==> src/rtl/sample_averager.sv <==
// Sliding-window moving average over the last DEPTH unsigned samples.
// Ports: clk, reset (sync, active-high), data_ready/data_in (sample strobe),
//   one_k_samples (halt request), clear_err, cnt_up, avg_out, avg_valid,
//   modwait (busy), err (sticky drop flag), done (halted).
module sample_averager #(
  parameter int DATA_W = 16,
  parameter int DEPTH  = 4
) (
  input  logic              clk,
  input  logic              reset,
  input  logic              data_ready,
  input  logic [DATA_W-1:0] data_in,
  input  logic              one_k_samples,
  input  logic              clear_err,
  output logic              cnt_up,
  output logic [DATA_W-1:0] avg_out,
  output logic              avg_valid,
  output logic              modwait,
  output logic              err,
  output logic              done
);

  localparam int SHIFT = $clog2(DEPTH);
  localparam int SUM_W = DATA_W + SHIFT;

  localparam logic [1:0] IDLE = 2'd0;
  localparam logic [1:0] SUM  = 2'd1;
  localparam logic [1:0] OUT  = 2'd2;
  localparam logic [1:0] HALT = 2'd3;

  logic [1:0]        state;
  logic [1:0]        state_nx;
  logic [DATA_W-1:0] win [DEPTH];
  logic [SUM_W-1:0]  sum;
  logic [SUM_W-1:0]  total;
  logic              busy;
  logic              take;
  logic              drop;

  assign busy    = (state == SUM) || (state == OUT);
  assign modwait = busy;
  assign done    = (state == HALT);

  // one_k_samples has priority over a same-cycle strobe in IDLE.
  assign take = (state == IDLE) && !one_k_samples && data_ready;
  assign drop = busy && data_ready;

  always_comb begin
    total = '0;
    for (int i = 0; i < DEPTH; i++) begin
      total = total + SUM_W'(win[i]);
    end
  end

  always_comb begin
    state_nx = state;
    unique case (state)
      IDLE: begin
        if (one_k_samples) state_nx = HALT;
        else if (data_ready) state_nx = SUM;
      end
      SUM:  state_nx = OUT;
      OUT:  state_nx = IDLE;
      HALT: state_nx = HALT;
      default: state_nx = IDLE;
    endcase
  end

  always_ff @(posedge clk) begin
    if (reset) begin
      state <= IDLE;
    end else begin
      state <= state_nx;
    end
  end

  // Window: entry 0 is newest, entry DEPTH-1 is the oldest and falls off.
  always_ff @(posedge clk) begin
    if (reset) begin
      for (int i = 0; i < DEPTH; i++) begin
        win[i] <= '0;
      end
    end else if (take) begin
      win[0] <= data_in;
      for (int i = 1; i < DEPTH; i++) begin
        win[i] <= win[i-1];
      end
    end
  end

  always_ff @(posedge clk) begin
    if (reset) begin
      sum <= '0;
    end else if (state == SUM) begin
      sum <= total;
    end
  end

  // Upper slice of sum is the floor of sum / DEPTH.
  always_ff @(posedge clk) begin
    if (reset) begin
      avg_out   <= '0;
      avg_valid <= 1'b0;
      cnt_up    <= 1'b0;
    end else begin
      avg_valid <= 1'b0;
      cnt_up    <= 1'b0;
      if (state == OUT) begin
        avg_out   <= sum[SUM_W-1:SHIFT];
        avg_valid <= 1'b1;
        cnt_up    <= 1'b1;
      end
    end
  end

  // Set beats clear when both happen in the same cycle.
  always_ff @(posedge clk) begin
    if (reset) begin
      err <= 1'b0;
    end else if (drop) begin
      err <= 1'b1;
    end else if (clear_err) begin
      err <= 1'b0;
    end
  end

endmodule

==> config.mk <==
export PLATFORM = sky130hd
export DESIGN_NAME = sample_averager
export DESIGN_NICKNAME = d
export VERILOG_FILES = /design/src/rtl/sample_averager.sv
export SDC_FILE = /design/constraint.sdc
export NUM_CORES = 1
export LEC_CHECK = 0
export ABC_AREA = 1
export CAP_MARGIN = 25
export CELL_PAD_IN_SITES_DETAIL_PLACEMENT = 0
export CELL_PAD_IN_SITES_GLOBAL_PLACEMENT = 1
export CORE_MARGIN = 5
export CORE_UTILIZATION = 35
export DETAILED_ROUTE_END_ITERATION = 8
export PLACE_DENSITY = 0.61
export SYNTH_ARGS = -nofsm -noshare
export SYNTH_HDL_FRONTEND = slang
export SYNTH_SLANG_ARGS = --single-unit
==> constraint.sdc <==
create_clock -name clk -period 3.3 [get_ports clk]
set_clock_uncertainty 0.1 [all_clocks]
set_input_delay 0.33 -clock clk [delete_from_list [all_inputs] [get_ports clk]]
set_output_delay 0.33 -clock clk [all_outputs]
set_load 0.02 [all_outputs]
; Yosys cells after proc, flatten, opt, wreduce, memory -nomap -nowiden
; Memories as Yosys holds them, arrays and structs flattened.
; Cells that the tools add are included.
[totals]
mem_count = 1
in_bits = 21
ff_bits = 38
output_inout_bits = 21
ramBits = 64
[mem_list]
columns = name, words, word_bits, rd, rd_clocked_by_memory_dff, write_ports, line_no
row1 = win, 4, 16, 4, 0, 4, 33  ; logic [DATA_W-1:0] win [DEPTH];
[op_classes]
reduce_logical = 7
mux = 15
n_addsub = 3
eq_ne = 4
bitwise_logic = 4
[op_table]
columns = operator, n
row1 = $mux W16, 4
row2 = $add A17 B16 Y18, 1
row3 = $add A18 B16 Y18, 1
row4 = $add A16 B16 Y17, 1
row5 = $mux W1, 8
row6 = $pmux W2 S4, 1
row7 = $eq A2 B2 Y1 const B, 2
row8 = $mux W2, 2
row9 = $or A1 B1 Y1, 4
row10 = $logic_and A1 B1 Y1, 3
row11 = $ne A3 B3 Y1 const B, 1
row12 = $eq A2 B1 Y1 const B, 1
row13 = $logic_not A2 Y1, 1
row14 = $reduce_bool A2 Y1, 1
row15 = $logic_not A1 Y1, 1
row16 = $logic_or A1 B1 Y1, 1

; Depth between registers and ports, before layout
[depth]
word_depth = 7
ltp_mapped = 17
mapped_depth_nobuf = 17

; Worst setup path after synthesis
; No wires, ideal clock.
[synth_path]
path_kind = reg-to-reg
startpoint = memory win[0][1]
endpoint = register sum[15]
synth_period_minus_slack_ns = 2.741
required_time_ns = 3.087
arrival_time_ns = 2.528
path_buffers = 0
stages_incl_launch_ff = 18
slack_ns = 0.559
cell_sequence = edfxtp_1 -> inv_1 -> fa_1 -> inv_1 -> fa_1 -> nand2_1 -> nor2_2 -> fa_1 -> nand2_1 -> nand2_1 -> nand3_1 -> nand2_1 -> nand2_1 -> nand2_1 -> nand2_1 -> nand2_1 -> o21ai_1 -> inv_1
[synth_lines]
columns = element, line_no
row1 = "start, declared", 33
row2 = "end signal, assigned", 95  ; sum <= total;
row3 = "end, declared", 34  ; logic [SUM_W-1:0] sum;

==> metrics.json <==
{
  "ys_warn_count": {"value": 0},
  "antenna_found_initial": {"value": 0},
  "path_clk_slew": {"value": 0.07, "unit": "ns"},
  "critical-path-top-delay-family": {"value": "adder cells"},
  "post-place-cells": {"value": 869},
  "netSwitchingFraction": {"value": 39.5, "unit": "%"},
  "synth_seq_area_share": {"value": 47.7, "unit": "%"},
  "postSynthNetCount": {"value": 696},
  "critical_path_cell_count": {"value": 15},
  "cp_slowest_cell": {"value": "fa_1"},
  "cts_max_path_buffers": {"value": 2},
  "cts-buffers-inserted": {"value": 9},
  "crit_buf_inv": {"value": 3},
  "synth_most_common_cell": {"value": "inv_1"},
  "postSynthCellCount": {"value": 623},
  "post_cts.repair.setup_buffers": {"value": 0},
  "finalSetupViolations": {"value": 0},
  "n_antenna_cell": {"value": 0},
  "final-hold-violation-count": {"value": 0},
  "power_report.internal_total": {"value": 3.37, "unit": "mW"},
  "gp_congestion": {"value": 0.815},
  "run_status": {"value": "complete, no violations"},
  "die_width": {"value": 136, "unit": "um"},
  "netSwitchingPower": {"value": 2.20, "unit": "mW"},
  "synth_largest_type_area_fraction": {"value": 34.7, "unit": "%"},
  "reg2reg_setup_slack": {"value": 0.35, "unit": "ns"},
  "layout-drive-gt1-share": {"value": 6.73, "unit": "%"},
  "setup.worst_path.class": {"value": "reg -> reg"},
  "ant_nets": {"value": 0},
  "slew_headroom": {"value": 46.8, "unit": "%"},
  "min_delay_path_depth": {"value": 2},
  "vias": {"value": 3708},
  "crit_chain": {"value": "inv_1 > fa_1 > fa_1 > inv_1 > fa_1 > nand2_1 > nand2_1 > nand3_1 > nand2_1 > nand3_1 > nand2_1 > nand2_1 > nand3_1 > nand2_1 > inv_1"},
  "post_synth_instance_area": {"value": 0.00554, "unit": "mm2"},
  "post_cts_hold_buffer_count": {"value": 0},
  "worst_path_largest_cell_delay": {"value": 0.51, "unit": "ns"},
  "grt_overflow": {"value": 0},
  "floorplan.core_area": {"value": 0.0157, "unit": "mm2"},
  "cts.sink_count": {"value": 100},
  "portion_of_total_power_attributed_to_the_clock_network": {"value": 21.8, "unit": "%"},
  "worstSetupEndpointType": {"value": "flop"},
  "finalCritPeriodShare": {"value": 89.4, "unit": "%"},
  "place.detailed.hpwl": {"value": 7.09, "unit": "mm"},
  "slew_violations": {"value": 0},
  "fin_crit": {"value": 2.95, "unit": "ns"},
  "initial_utilization": {"value": 35.3, "unit": "%"},
  "chipHeight": {"value": 136, "unit": "um"},
  "fp.dieArea": {"value": 0.0184, "unit": "mm2"},
  "rsz_0062_raised_after_global_routing": {"value": "false"},
  "avgRoutedWirePerCell": {"value": 10.7, "unit": "um"},
  "resized_after_cts": {"value": 0},
  "pin_count": {"value": 42},
  "synth-async-reset-ratio": {"value": 0, "unit": "%"},
  "power.ir.vdd_worst": {"value": 0.320, "unit": "mV"},
  "number_of_levels_the_h_tree_was_split_into": {"value": 3},
  "grt_pass1_vias": {"value": 3621},
  "final.setup.tns": {"value": 0, "unit": "ns"},
  "wl": {"value": 9.46, "unit": "mm"},
  "synth_commonest_cells": {"value": "inv_1 (169), nor2_1 (92), nand2_1 (71)"},
  "floorplan.rows": {"value": 46},
  "cts_tree": {"value": "done"},
  "power.static_leakage": {"value": 3.07, "unit": "nW"},
  "area_growth_syn_to_layout": {"value": 18.6, "unit": "%"},
  "netlist.top_cell.by_area": {"value": "edfxtp_1"},
  "route.detailed.vias_per_inst": {"value": 4.19},
  "synth_ff_type": {"value": "edfxtp_1"},
  "worst_skew_pair.late_latency": {"value": 0.35, "unit": "ns"},
  "cp_data_required_time": {"value": 3.45, "unit": "ns"},
  "critical_path.max_fanout": {"value": 3},
  "placement.io_buffers": {"value": 41},
  "grt_max_degree": {"value": 65},
  "post_synth_num_cell_types": {"value": 27},
  "first_iter_violations": {"value": 159},
  "drt_first_pass_iters": {"value": 4},
  "regToRegStartpoint": {"value": "win[0][18]"},
  "global_route.usage.total": {"value": 11.3, "unit": "%"},
  "data_arrival_time_of_the_critical_path": {"value": 3.10, "unit": "ns"},
  "synth_enable_flop_cells": {"value": 64},
  "power_density_normalized_to_cell_area": {"value": 846, "unit": "mW/mm2"},
  "synth.ff_latch_count": {"value": 100},
  "avgSynthCellArea": {"value": 8.89, "unit": "um2"},
  "min_from": {"value": "sum[7]"},
  "finish.cell_count_without_fillers": {"value": 885},
  "drc": {"value": 0},
  "synth.top_cells.by_area": {"value": "edfxtp_1 (35%), dfxtp_1 (13%), fa_1 (12%)"},
  "hp-class": {"value": "reg -> reg"},
  "power.share.combinational": {"value": 46.8, "unit": "%"},
  "global_route_wire_length_before_repair": {"value": 16.5, "unit": "mm"},
  "clk_root_buffer_cell": {"value": "clkbuf_16"},
  "maxClockFrequency": {"value": 339, "unit": "MHz"},
  "cp-start-kind": {"value": "flop"},
  "power.share.sequential": {"value": 31.5, "unit": "%"},
  "tightest_slew": {"value": 0.798, "unit": "ns"},
  "nets": {"value": 737},
  "drv.max_cap_violation_count": {"value": 0},
  "reg2reg_depth": {"value": 15},
  "critical-path-top-cell-by-count": {"value": "nand2_1"},
  "worst_setup_path_startpoint": {"value": "win[0][18]"}
}
[logic make-up after synthesis]
kind of cell             count (synthesis)  share of synthesized area, %
AO/OA/AOI/OAI                           74                          6.93
XOR/XNOR                                 7                          1.11
adder cells (fa/ha/maj)                 52                          16.1
buffers and inverters                  194                          13.5
flip-flops                             100                          47.7
AND/OR/NAND/NOR                        196                          14.7
[registers in the layout, indices dropped and copies added, names as in the netlist]
| register | flops |
|---|---|
| err | 1 |
| win | 64 |
| sum | 16 |
| avg_valid | 1 |
| state | 2 |
| avg_out | 16 |
[final timing paths]
check / endpoint
worst max-delay path: sum[11]
worst min-delay path: avg_out[5]
worst max register to register: sum[11]
worst min register to register: avg_out[5]
[placed cells by master, fill, tap and decap left out]
cell             count
buf_12               3
nand2_2              9
xor2_1               7
buf_4                3
nor3_2               2
clkinv_1             2
clkbuf_16            9
o31ai_1              1
edfxtp_1            64
and2_1               1
nor2_1              92
inv_6                1
o21ai_0             27
nor2_2               1
inv_4                1
nand3_1             17
inv_2                5
nand4_1              2
inv_1              169
ha_1                20
nand2_4              1
nand2_1             70
nand4_2              1
clkinv_4             1
a21oi_2              3
clkdlybuf4s50_1     41
fa_1                32
clkinvlp_4           2
o21ai_1              5
a21oi_1             38
bufinv_16            3
dfxtp_1             36
[worst reg2reg max path, cell delays in order, from the launching register on]
cell      delay, ns
edfxtp_1       0.37
inv_1          0.11
fa_1           0.45
fa_1           0.51
inv_1          0.07
fa_1           0.45
nand2_1        0.10
nand2_1        0.07
nand3_1        0.08
nand2_1        0.09
nand3_1        0.12
nand2_1        0.06
nand2_1        0.06
nand3_1        0.09
nand2_1        0.09
inv_1          0.04
[metrics by stage]
stage	util (%)	hold WS, ns	cell area, um2	power (mW)	worst slack, ns
floorplan	-	0.333	5540	3.72	0.559
global placement	39.6	0.348	6230	4.41	0.417
detailed placement	39.6	0.350	6230	4.43	0.353
CTS	41.8	0.361	6580	5.68	0.334
global route	41.8	0.370	6580	6.13	0.173
finish	41.8	0.361	6580	5.57	0.350
[power groups by stage]
stage | clock [mW] | combinational (mW) | sequential (mW)
finish | 1.21 | 2.60 | 1.75
CTS | 1.26 | 2.67 | 1.75
floorplan | 0 | 1.86 | 1.87
detailed placement | 0 | 2.65 | 1.78
global placement | 0 | 2.64 | 1.77
global route | 1.30 | 3.05 | 1.78
[metal layers]
| layer | GRT usage (%) | wire (um) | up-vias |
|---|---|---|---|
| li1 | - | - | 1960 |
| met1 | 15.0 | 4740 | 1687 |
| met2 | 17.5 | 4170 | 46 |
| met3 | 2.52 | 335 | 15 |
| met4 | 5.88 | 214 | 0 |
| met5 | 0 | 0 | - |
[area by class of cell]
type	count	area (um2)
Fill cell	1595	9140
Sequential cell	100	2640
Multi-Input combinational cell	329	2150
Inverter	177	667
Timing Repair Buffer	47	493
Tap cell	216	270
Clock buffer	9	225
Clock inverter	7	123
Note: power is estimated with default switching activity, not from simulation.
